### src/rtl/lsu_pkg.sv
// Shared definitions for the load/store unit:
// width codes, FSM states and lane/legality helpers.
package lsu_pkg;

  localparam logic [2:0] F3_B  = 3'b000;
  localparam logic [2:0] F3_H  = 3'b001;
  localparam logic [2:0] F3_W  = 3'b010;
  localparam logic [2:0] F3_BU = 3'b100;
  localparam logic [2:0] F3_HU = 3'b101;

  typedef enum logic [1:0] {
    S_IDLE,
    S_ACCESS,
    S_RESP
  } lsu_state_t;

  function automatic logic [3:0] lane_mask(
    input logic [2:0] f3,
    input logic [1:0] off
  );
    logic [3:0] m;
    m = 4'b0000;
    unique case (1'b1)
      (f3 == F3_B) || (f3 == F3_BU): m = 4'b0001 << off;
      (f3 == F3_H) || (f3 == F3_HU): m = off[1] ? 4'b1100 : 4'b0011;
      (f3 == F3_W):                  m = 4'b1111;
      default:                       m = 4'b0000;
    endcase
    return m;
  endfunction

  function automatic logic is_legal(
    input logic       store,
    input logic [2:0] f3
  );
    logic ok;
    ok = 1'b0;
    unique case (1'b1)
      (f3 == F3_B) || (f3 == F3_H) || (f3 == F3_W): ok = 1'b1;
      (f3 == F3_BU) || (f3 == F3_HU):               ok = !store;
      default:                                      ok = 1'b0;
    endcase
    return ok;
  endfunction

  function automatic logic is_aligned(
    input logic [2:0] f3,
    input logic [1:0] off
  );
    logic ok;
    ok = 1'b1;
    unique case (1'b1)
      (f3 == F3_H) || (f3 == F3_HU): ok = !off[0];
      (f3 == F3_W):                  ok = (off == 2'b00);
      default:                       ok = 1'b1;
    endcase
    return ok;
  endfunction

endpackage

### src/rtl/lsu_align.sv
// Combinational lane steering for stores and
// extract/extend for loads.
module lsu_align
  import lsu_pkg::*;
(
  input  logic [2:0]  i_funct3,
  input  logic [1:0]  i_off,
  input  logic [31:0] i_wdata,
  input  logic [31:0] i_outdata,
  output logic [3:0]  o_we_mask,
  output logic [31:0] o_st_data,
  output logic [31:0] o_ld_data
);

  logic [7:0]  w_byte;
  logic [15:0] w_half;

  assign o_we_mask = lane_mask(i_funct3, i_off);

  always_comb begin
    o_st_data = 32'h0;
    unique case (1'b1)
      (i_funct3 == F3_B): o_st_data = {4{i_wdata[7:0]}};
      (i_funct3 == F3_H): o_st_data = {2{i_wdata[15:0]}};
      (i_funct3 == F3_W): o_st_data = i_wdata;
      default:            o_st_data = 32'h0;
    endcase
  end

  always_comb begin
    w_byte = i_outdata[7:0];
    unique case (i_off)
      2'd0: w_byte = i_outdata[7:0];
      2'd1: w_byte = i_outdata[15:8];
      2'd2: w_byte = i_outdata[23:16];
      2'd3: w_byte = i_outdata[31:24];
      default: w_byte = i_outdata[7:0];
    endcase
  end

  assign w_half = i_off[1] ? i_outdata[31:16] : i_outdata[15:0];

  always_comb begin
    o_ld_data = 32'h0;
    unique case (1'b1)
      (i_funct3 == F3_B):  o_ld_data = {{24{w_byte[7]}}, w_byte};
      (i_funct3 == F3_H):  o_ld_data = {{16{w_half[15]}}, w_half};
      (i_funct3 == F3_W):  o_ld_data = i_outdata;
      (i_funct3 == F3_BU): o_ld_data = {24'h0, w_byte};
      (i_funct3 == F3_HU): o_ld_data = {16'h0, w_half};
      default:             o_ld_data = 32'h0;
    endcase
  end

endmodule

### src/rtl/lsu.sv
// Load/store unit: request capture, IDLE/ACCESS/RESP
// sequencing and the byte-enabled dmem port.
module lsu
  import lsu_pkg::*;
(
  input  logic        clk,
  input  logic        reset,
  input  logic        req_valid,
  output logic        req_ready,
  input  logic        req_store,
  input  logic [2:0]  req_funct3,
  input  logic [31:0] req_addr,
  input  logic [31:0] req_wdata,
  output logic        resp_valid,
  input  logic        resp_ready,
  output logic [31:0] resp_rdata,
  output logic        resp_err,
  output logic [3:0]  we,
  output logic [31:0] daddr,
  output logic [31:0] indata,
  input  logic [31:0] outdata
);

  lsu_state_t  r_state;
  lsu_state_t  w_next;
  logic        r_store;
  logic [2:0]  r_f3;
  logic [31:0] r_addr;
  logic [31:0] r_wdata;
  logic        r_err;
  logic        w_accept;
  logic        w_bad;
  logic [3:0]  w_mask;
  logic [31:0] w_st_data;
  logic [31:0] w_ld_data;
  logic        w_wr;

  assign req_ready = (r_state == S_IDLE) && !reset;
  assign w_accept  = req_ready && req_valid;
  assign w_bad     = !(is_legal(req_store, req_funct3) &&
                       is_aligned(req_funct3, req_addr[1:0]));

  always_comb begin
    w_next = r_state;
    unique case (r_state)
      S_IDLE:   if (w_accept) w_next = w_bad ? S_RESP : S_ACCESS;
      S_ACCESS: w_next = S_RESP;
      S_RESP:   if (resp_ready) w_next = S_IDLE;
      default:  w_next = S_IDLE;
    endcase
  end

  always_ff @(posedge clk or posedge reset) begin
    if (reset) begin
      r_state <= S_IDLE;
      r_store <= 1'b0;
      r_f3    <= 3'b000;
      r_addr  <= 32'h0;
      r_wdata <= 32'h0;
      r_err   <= 1'b0;
    end else begin
      r_state <= w_next;
      if (w_accept) begin
        r_store <= req_store;
        r_f3    <= req_funct3;
        r_addr  <= req_addr;
        r_wdata <= req_wdata;
        r_err   <= w_bad;
      end
    end
  end

  lsu_align u_align (
    .i_funct3  (r_f3),
    .i_off     (r_addr[1:0]),
    .i_wdata   (r_wdata),
    .i_outdata (outdata),
    .o_we_mask (w_mask),
    .o_st_data (w_st_data),
    .o_ld_data (w_ld_data)
  );

  // only ACCESS ever writes; errors never reach it
  assign w_wr       = (r_state == S_ACCESS) && r_store;
  assign we         = w_wr ? w_mask : 4'b0000;
  assign indata     = w_wr ? w_st_data : 32'h0;
  assign daddr      = {r_addr[31:2], 2'b00};
  assign resp_valid = (r_state == S_RESP);
  assign resp_err   = resp_valid && r_err;
  assign resp_rdata = (resp_valid && !r_store && !r_err)
                      ? w_ld_data : 32'h0;

endmodule
### config.mk
export PLATFORM = sky130hd
export DESIGN_NAME = lsu
export DESIGN_NICKNAME = d
export VERILOG_FILES = /design/src/rtl/lsu_pkg.sv /design/src/rtl/lsu_align.sv /design/src/rtl/lsu.sv
export SDC_FILE = /design/constraint.sdc
export NUM_CORES = 1
export LEC_CHECK = 0
export CORE_ASPECT_RATIO = 0.7
export CORE_MARGIN = 5
export CORE_UTILIZATION = 42
export DETAILED_ROUTE_END_ITERATION = 16
export HOLD_SLACK_MARGIN = 0.03
export PLACE_DENSITY = 0.82
export SYNTH_ARGS = -nofsm -noshare
export SYNTH_HDL_FRONTEND = slang
export SYNTH_SLANG_ARGS = --single-unit
### constraint.sdc
create_clock -name clk -period 2.7 [get_ports clk]
set_input_delay 0.27 -clock clk [delete_from_list [all_inputs] [get_ports clk]]
set_output_delay 0.27 -clock clk [all_outputs]
set_load 0.05 [all_outputs]
==> After elaboration in Yosys (flattened, before gate mapping) <==
Cells that the tools add are included.
{ "totals": {"out_inout_bits": 103, "input_bits": 104, "word_cells": 62, "register_bits": 71} }
{ "op_classes": {"reduce_logical": 25, "n_eq_ne": 15, "n_mux": 15, "shifts": 1} }
{ "op_table": {"columns": ["cell", "count"], "rows": [
  ["$pmux 32 s5", 1],
  ["$pmux 32 s3", 1],
  ["$mux 32", 2],
  ["$pmux 8 s4", 1],
  ["$mux 16", 1],
  ["$eq 3x3->1 const B", 4],
  ["$pmux 4 s3", 1],
  ["$mux 4", 2],
  ["$logic_and 1x1->1", 7],
  ["$eq 2x2->1 const B", 3],
  ["$eq 3x1->1 const B", 2],
  ["$eq 3x2->1 const B", 2],
  ["$logic_not 1->1", 6],
  ["$logic_not 2->1", 3],
  ["$logic_not 3->1", 2],
  ["$logic_or 1x1->1", 6],
  ["$mux 2", 3],
  ["$pmux 2 s3", 1],
  ["$eq 2x1->1 const B", 2],
  ["$pmux 1 s2", 2],
  ["$shl 1x2->4 const A", 1],
  ["$ne 2x1->1 const B", 1],
  ["$ne 2x2->1 const B", 1],
  ["$reduce_and 2->1", 1]
]} }

==> Longest topological paths before layout <==
{ "depth": {"word_depth": 8, "ltp_mapped": 7, "depth_no_buf": 4} }

==> Hierarchy <==
A second synthesis with hierarchy kept.
{ "unflattened": {"cells_unflattened": 492, "hier_area_um2": 4814.6} }
{ "by_module_without_submodules": {"columns": ["module", "seq_area_each_um2", "area_per_inst_um2", "cells_each", "n_inst"], "rows": [
  ["lsu", 1776.7, 3405.8, 270, 1],
  ["lsu_align", 0.0, 1408.9, 222, 1]
]} }

==> Least setup slack after synthesis <==
No wires, ideal clock.
{ "synth_timing": {"path_type": "register to register", "startpoint": "register r_state[1]", "endpoint": "register r_f3[0]", "stages_incl_launch_ff": 7, "synth_period_minus_slack_ps": 2518, "arrival_ps": 2402, "setup_time_ps": 117, "required_ps": 2583, "path_buffers": 2, "setup_slack_ps": 182, "cell_sequence": "dfrtp_1 -> nor3_1 -> nand2_1 -> clkbuf_1 -> buf_2 -> nand2_1 -> nand2_1"} }
{ "synth_between": {"elab_chain_len": 3} }
{ "synth_rtl": {"columns": ["element", "line_no", "text"], "rows": [
  ["start: declaration", "lsu.sv:24", "lsu_state_t r_state;"],
  ["start signal: assignment", "lsu.sv:62", "r_state <= w_next;"],
  ["$logic_not 2->1", "lsu.sv:38", "assign req_ready = (r_state == S_IDLE) && !reset;"],
  ["$logic_and 1x1->1", "lsu.sv:38", null],
  ["via req_ready", "lsu.sv:9", "output logic req_ready,"],
  ["$logic_and 1x1->1", "lsu.sv:39", "assign w_accept = req_ready && req_valid;"],
  ["end signal: assignment", "lsu.sv:65", "r_f3 <= req_funct3;"],
  ["end: declaration", "lsu.sv:27", "logic [2:0] r_f3;"]
]} }
The timed path passes the listed nets, and every way through them passes these cells.
A chain may end at the register's enable or synchronous reset.

==> Worst setup path in the final report <==
{ "layout_timing": {"startpoint": "register r_addr[1]", "endpoint": "output resp_rdata[18]"} }
{ "layout_between": {"elab_chain_len": 4, "elab_cells_between_ends": 8, "cone_classes": "3 x eq/ne; 4 x mux; 1 x reduce/logical"} }
{ "layout_rtl": {"columns": ["element", "line_no", "text"], "rows": [
  ["start: declaration", "lsu.sv:28", "logic [31:0] r_addr;"],
  ["start signal: assignment", "lsu.sv:66", "r_addr <= req_addr;"],
  ["$eq 2x2->1, or another cell as far along", "lsu_align.sv:32", "unique case (i_off)"],
  ["$pmux 8 s4", "lsu_align.sv:32", null],
  ["$pmux 32 s5 *", "lsu_align.sv:45", "unique case (1'b1)"],
  ["$mux 32 *", "lsu.sv:91", "? w_ld_data : 32'h0;"],
  ["end: declaration", "lsu.sv:16", "output logic [31:0] resp_rdata,"]
]} }
Every way passes the cells marked *; elsewhere a longest branch is shown, timed or not.

==> flow_metrics.py <==
metrics = {
    "outcome": {
        "status": "complete, no violations",
    },
    "synth": {
        "synth-edff-count": 0,
        "ys_top_cells_by_area": "dfrtp_1 (41%), nand2_1 (19%), buf_4 (5.7%)",
        "seq_area_frac_synth_pct": 40.59,
        "synth_seq_cells": 71,
        "synth_top_cell_area_share_pct": 40.59,
        "synth_warnings": 0,
        "synth_top_area_cell": "dfrtp_1",
        "synthFlopType": "dfrtp_1",
        "synth_cell_type_count": 34,
        "yosysMostFrequentCell": "nand2_1",
        "synth_common_cells": "nand2_1 (223), dfrtp_1 (71), a21oi_1 (43)",
        "postSynthAreaPerCell_um2": 7.733,
        "ys_async_sr_fraction_pct": 100.0,
        "netlist_area_mm2": 0.004377,
        "synth_cells": 566,
    },
    "power": {
        "p_leak_nw": 3.223,
        "ir_drop_v": 0.0003603,
        "powerDensity_mw_per_mm2": 728.7,
    },
    "setup_path": {
        "worstPathMaxFanout": 16,
        "path_delay_family": "compound AO/OA/AOI/OAI gates",
        "worst_path_max_delay_cell": "dfrtp_2",
        "cp.required_ps": 2430,
        "path_cells": "mux2i_1, a211oi_1, o21ai_4, a21oi_1, buf_12",
        "cp.arrival_ps": 2300,
        "path_buf_inv": 1,
        "critPathLaunchType": "register",
        "critPathMaxStageDelay_ps": 570,
        "critical_path_class": "register to output port",
        "endpoint_kind": "output port",
    },
    "sta": {
        "timing.fmax_mhz": 389.8,
        "fin_skew_ps": 7.444,
        "layout_min_cycle_time_ps": 2565,
        "hold_violations": 0,
        "finalSetupTns_ps": 0,
        "rsz0062_at_grt": "no",
        "tightest_slew_ps": 801.2,
        "maxSlewViolCount": 0,
        "relSlewSlack_pct": 46.59,
        "hold_slack_ps": 413.7,
        "min_period_over_period_pct": 95.02,
        "setup_viol": 0,
    },
    "detailed_routing": {
        "drt_first_pass_iters": 5,
        "drc_errors": 0,
        "viasPerCell": 5.263,
        "drt_wl_total_um": 15220,
        "drtIter0Drc": 339,
        "wl_per_cell_um": 17.64,
        "antenna_left": 0,
        "via_count": 4542,
    },
    "clocking": {
        "path_clk_slew_ps": 60,
        "cts_buffers": 9,
        "cts_tree": "built",
        "clkLatencyLatePin_ps": 330,
        "htree_levels": 3,
        "clockRootBuffer": "clkbuf_16",
        "clock_path_buffers": 2,
        "cts.sinks": 71,
    },
    "placement": {
        "dp_hpwl_um": 11380,
        "place_congestion": 0.8807,
        "io_buffers": 204,
        "dp_cells": 844,
    },
    "final_layout": {
        "area_growth_pct": 66.61,
        "drive_above_1_share_pct": 19.29,
        "final_core_util_pct": 70.94,
        "diodes": 0,
        "final_cell_count_no_fill": 863,
        "nets": 830,
    },
    "die": {
        "dieWidth_um": 132.0,
        "start_util_pct": 42.58,
        "num_rows": 31,
        "core-area_mm2": 0.01028,
        "die_h_um": 95.41,
        "io_pins": 207,
        "die_area_mm2": 0.01260,
    },
    "global_routing": {
        "gr-total-overflow": 0,
        "grt.total_usage_pct": 23.71,
        "antenna_found_initial": 0,
        "grt_max_degree": 69,
        "grt_pass1_wl_um": 24230,
        "grt_pass1_vias": 4702,
    },
    "flow_run": {
        "drv_cap": 0,
    },
    "min_path": {
        "worstHoldPathType": "primary input to async pin",
    },
}
layout make-up:
| class | count | area (µm²) |
|---|---|---|
| clock buffers | 9 | 225.2 |
| clock inverters | 7 | 142.6 |
| fillers | 753 | 2987 |
| inverters | 4 | 18.77 |
| multi-input cells | 421 | 2163 |
| flip-flops and latches | 71 | 1779 |
| well taps | 132 | 165.2 |
| repair buffers | 219 | 2798 |
cell families (layout without fill, tap and decap cells):
family | count (synthesis) | count (layout) | share of synthesized area [%]
AOI/OAI and AO/OA | 96 | 96 | 14.64
buffers and inverters | 75 | 239 | 10.32
DFF | 71 | 71 | 40.59
muxes | 24 | 24 | 6.375
other | 1 | 2 | 0.08568
and+or+nand+nor | 299 | 299 | 27.99
state kept, by name, summed over array words and instances (netlist names):
register and count:
r_store 1, r_err 1, r_state 2, r_addr 32, r_f3 3, r_wdata 32
metal layers:
layer	global-route usage [%]	routed length (µm)	up-vias
li1	-	-	2138
met1	30.94	6529	2159
met2	37.18	6965	203
met3	7.542	1265	42
met4	8.990	463	0
met5	0	0	-
final timing paths:
| path | from | endpoint | slack [ps] | depth (start not counted) |
|---|---|---|---|---|
| max | r_addr[1] | resp_rdata[18] | 130 | 5 |
| min | reset | r_addr[20] | 410 | 3 |
| max reg2reg | r_state[1] | r_wdata[12] | 920 | 5 |
| min reg2reg | r_wdata[18] | r_wdata[18] | 470 | 2 |
| max in group asynchronous | reset | r_addr[1] | 1920 | 3 |
| min in group clk | req_addr[4] | r_addr[4] | 460 | 3 |
cell usage in the layout (no fill, tap or decap), types with 3 or more instances in the layout:
master           netlist  routed
nor3_1                 3       3
nand2b_1               5       5
bufinv_16              0       4
and2_1                 9       8
buf_4                 33      18
o21ai_0                5       5
nor2b_1               11      11
a21oi_1               43      43
a21oi_2               10      10
clkdlybuf4s50_1        0     136
a22oi_1               14      14
a2bb2oi_1             16      16
buf_12                 0      65
dfrtp_1               71      69
mux2_2                21      21
nor2_1                41      41
nand2_1              223     222
clkbuf_16              0       9
through the flow:
stage | worst slack, ps | power [mW] | area [µm²]
CTS | 109.9 | 5.308 | 7264
detailed placement | 212.3 | 3.818 | 6888
global placement | 356.7 | 3.742 | 6888
global route | 35.72 | 5.568 | 7292
finish | 134.6 | 5.314 | 7292
floorplan | 181.8 | 3.158 | 4380
worst min-delay path, stage by stage:
cell and delay, ps:
clkdlybuf4s50_1 440, inv_2 70, buf_4 400
what timing repair did:
action,CTS,global route
hold endpoints to repair,0,0
setup buffers,0,3
cloned,0,0
setup endpoints to repair,6,15
hold buffers,0,0
gates resized for setup,2,2
power breakdown:
part	leakage, nW	switching, mW	internal, mW
combinational	2.16	1.37	0.937
clock	0.180	0.462	0.999
sequential	0.880	0.220	1.32
(Power assumes the default switching activity.)
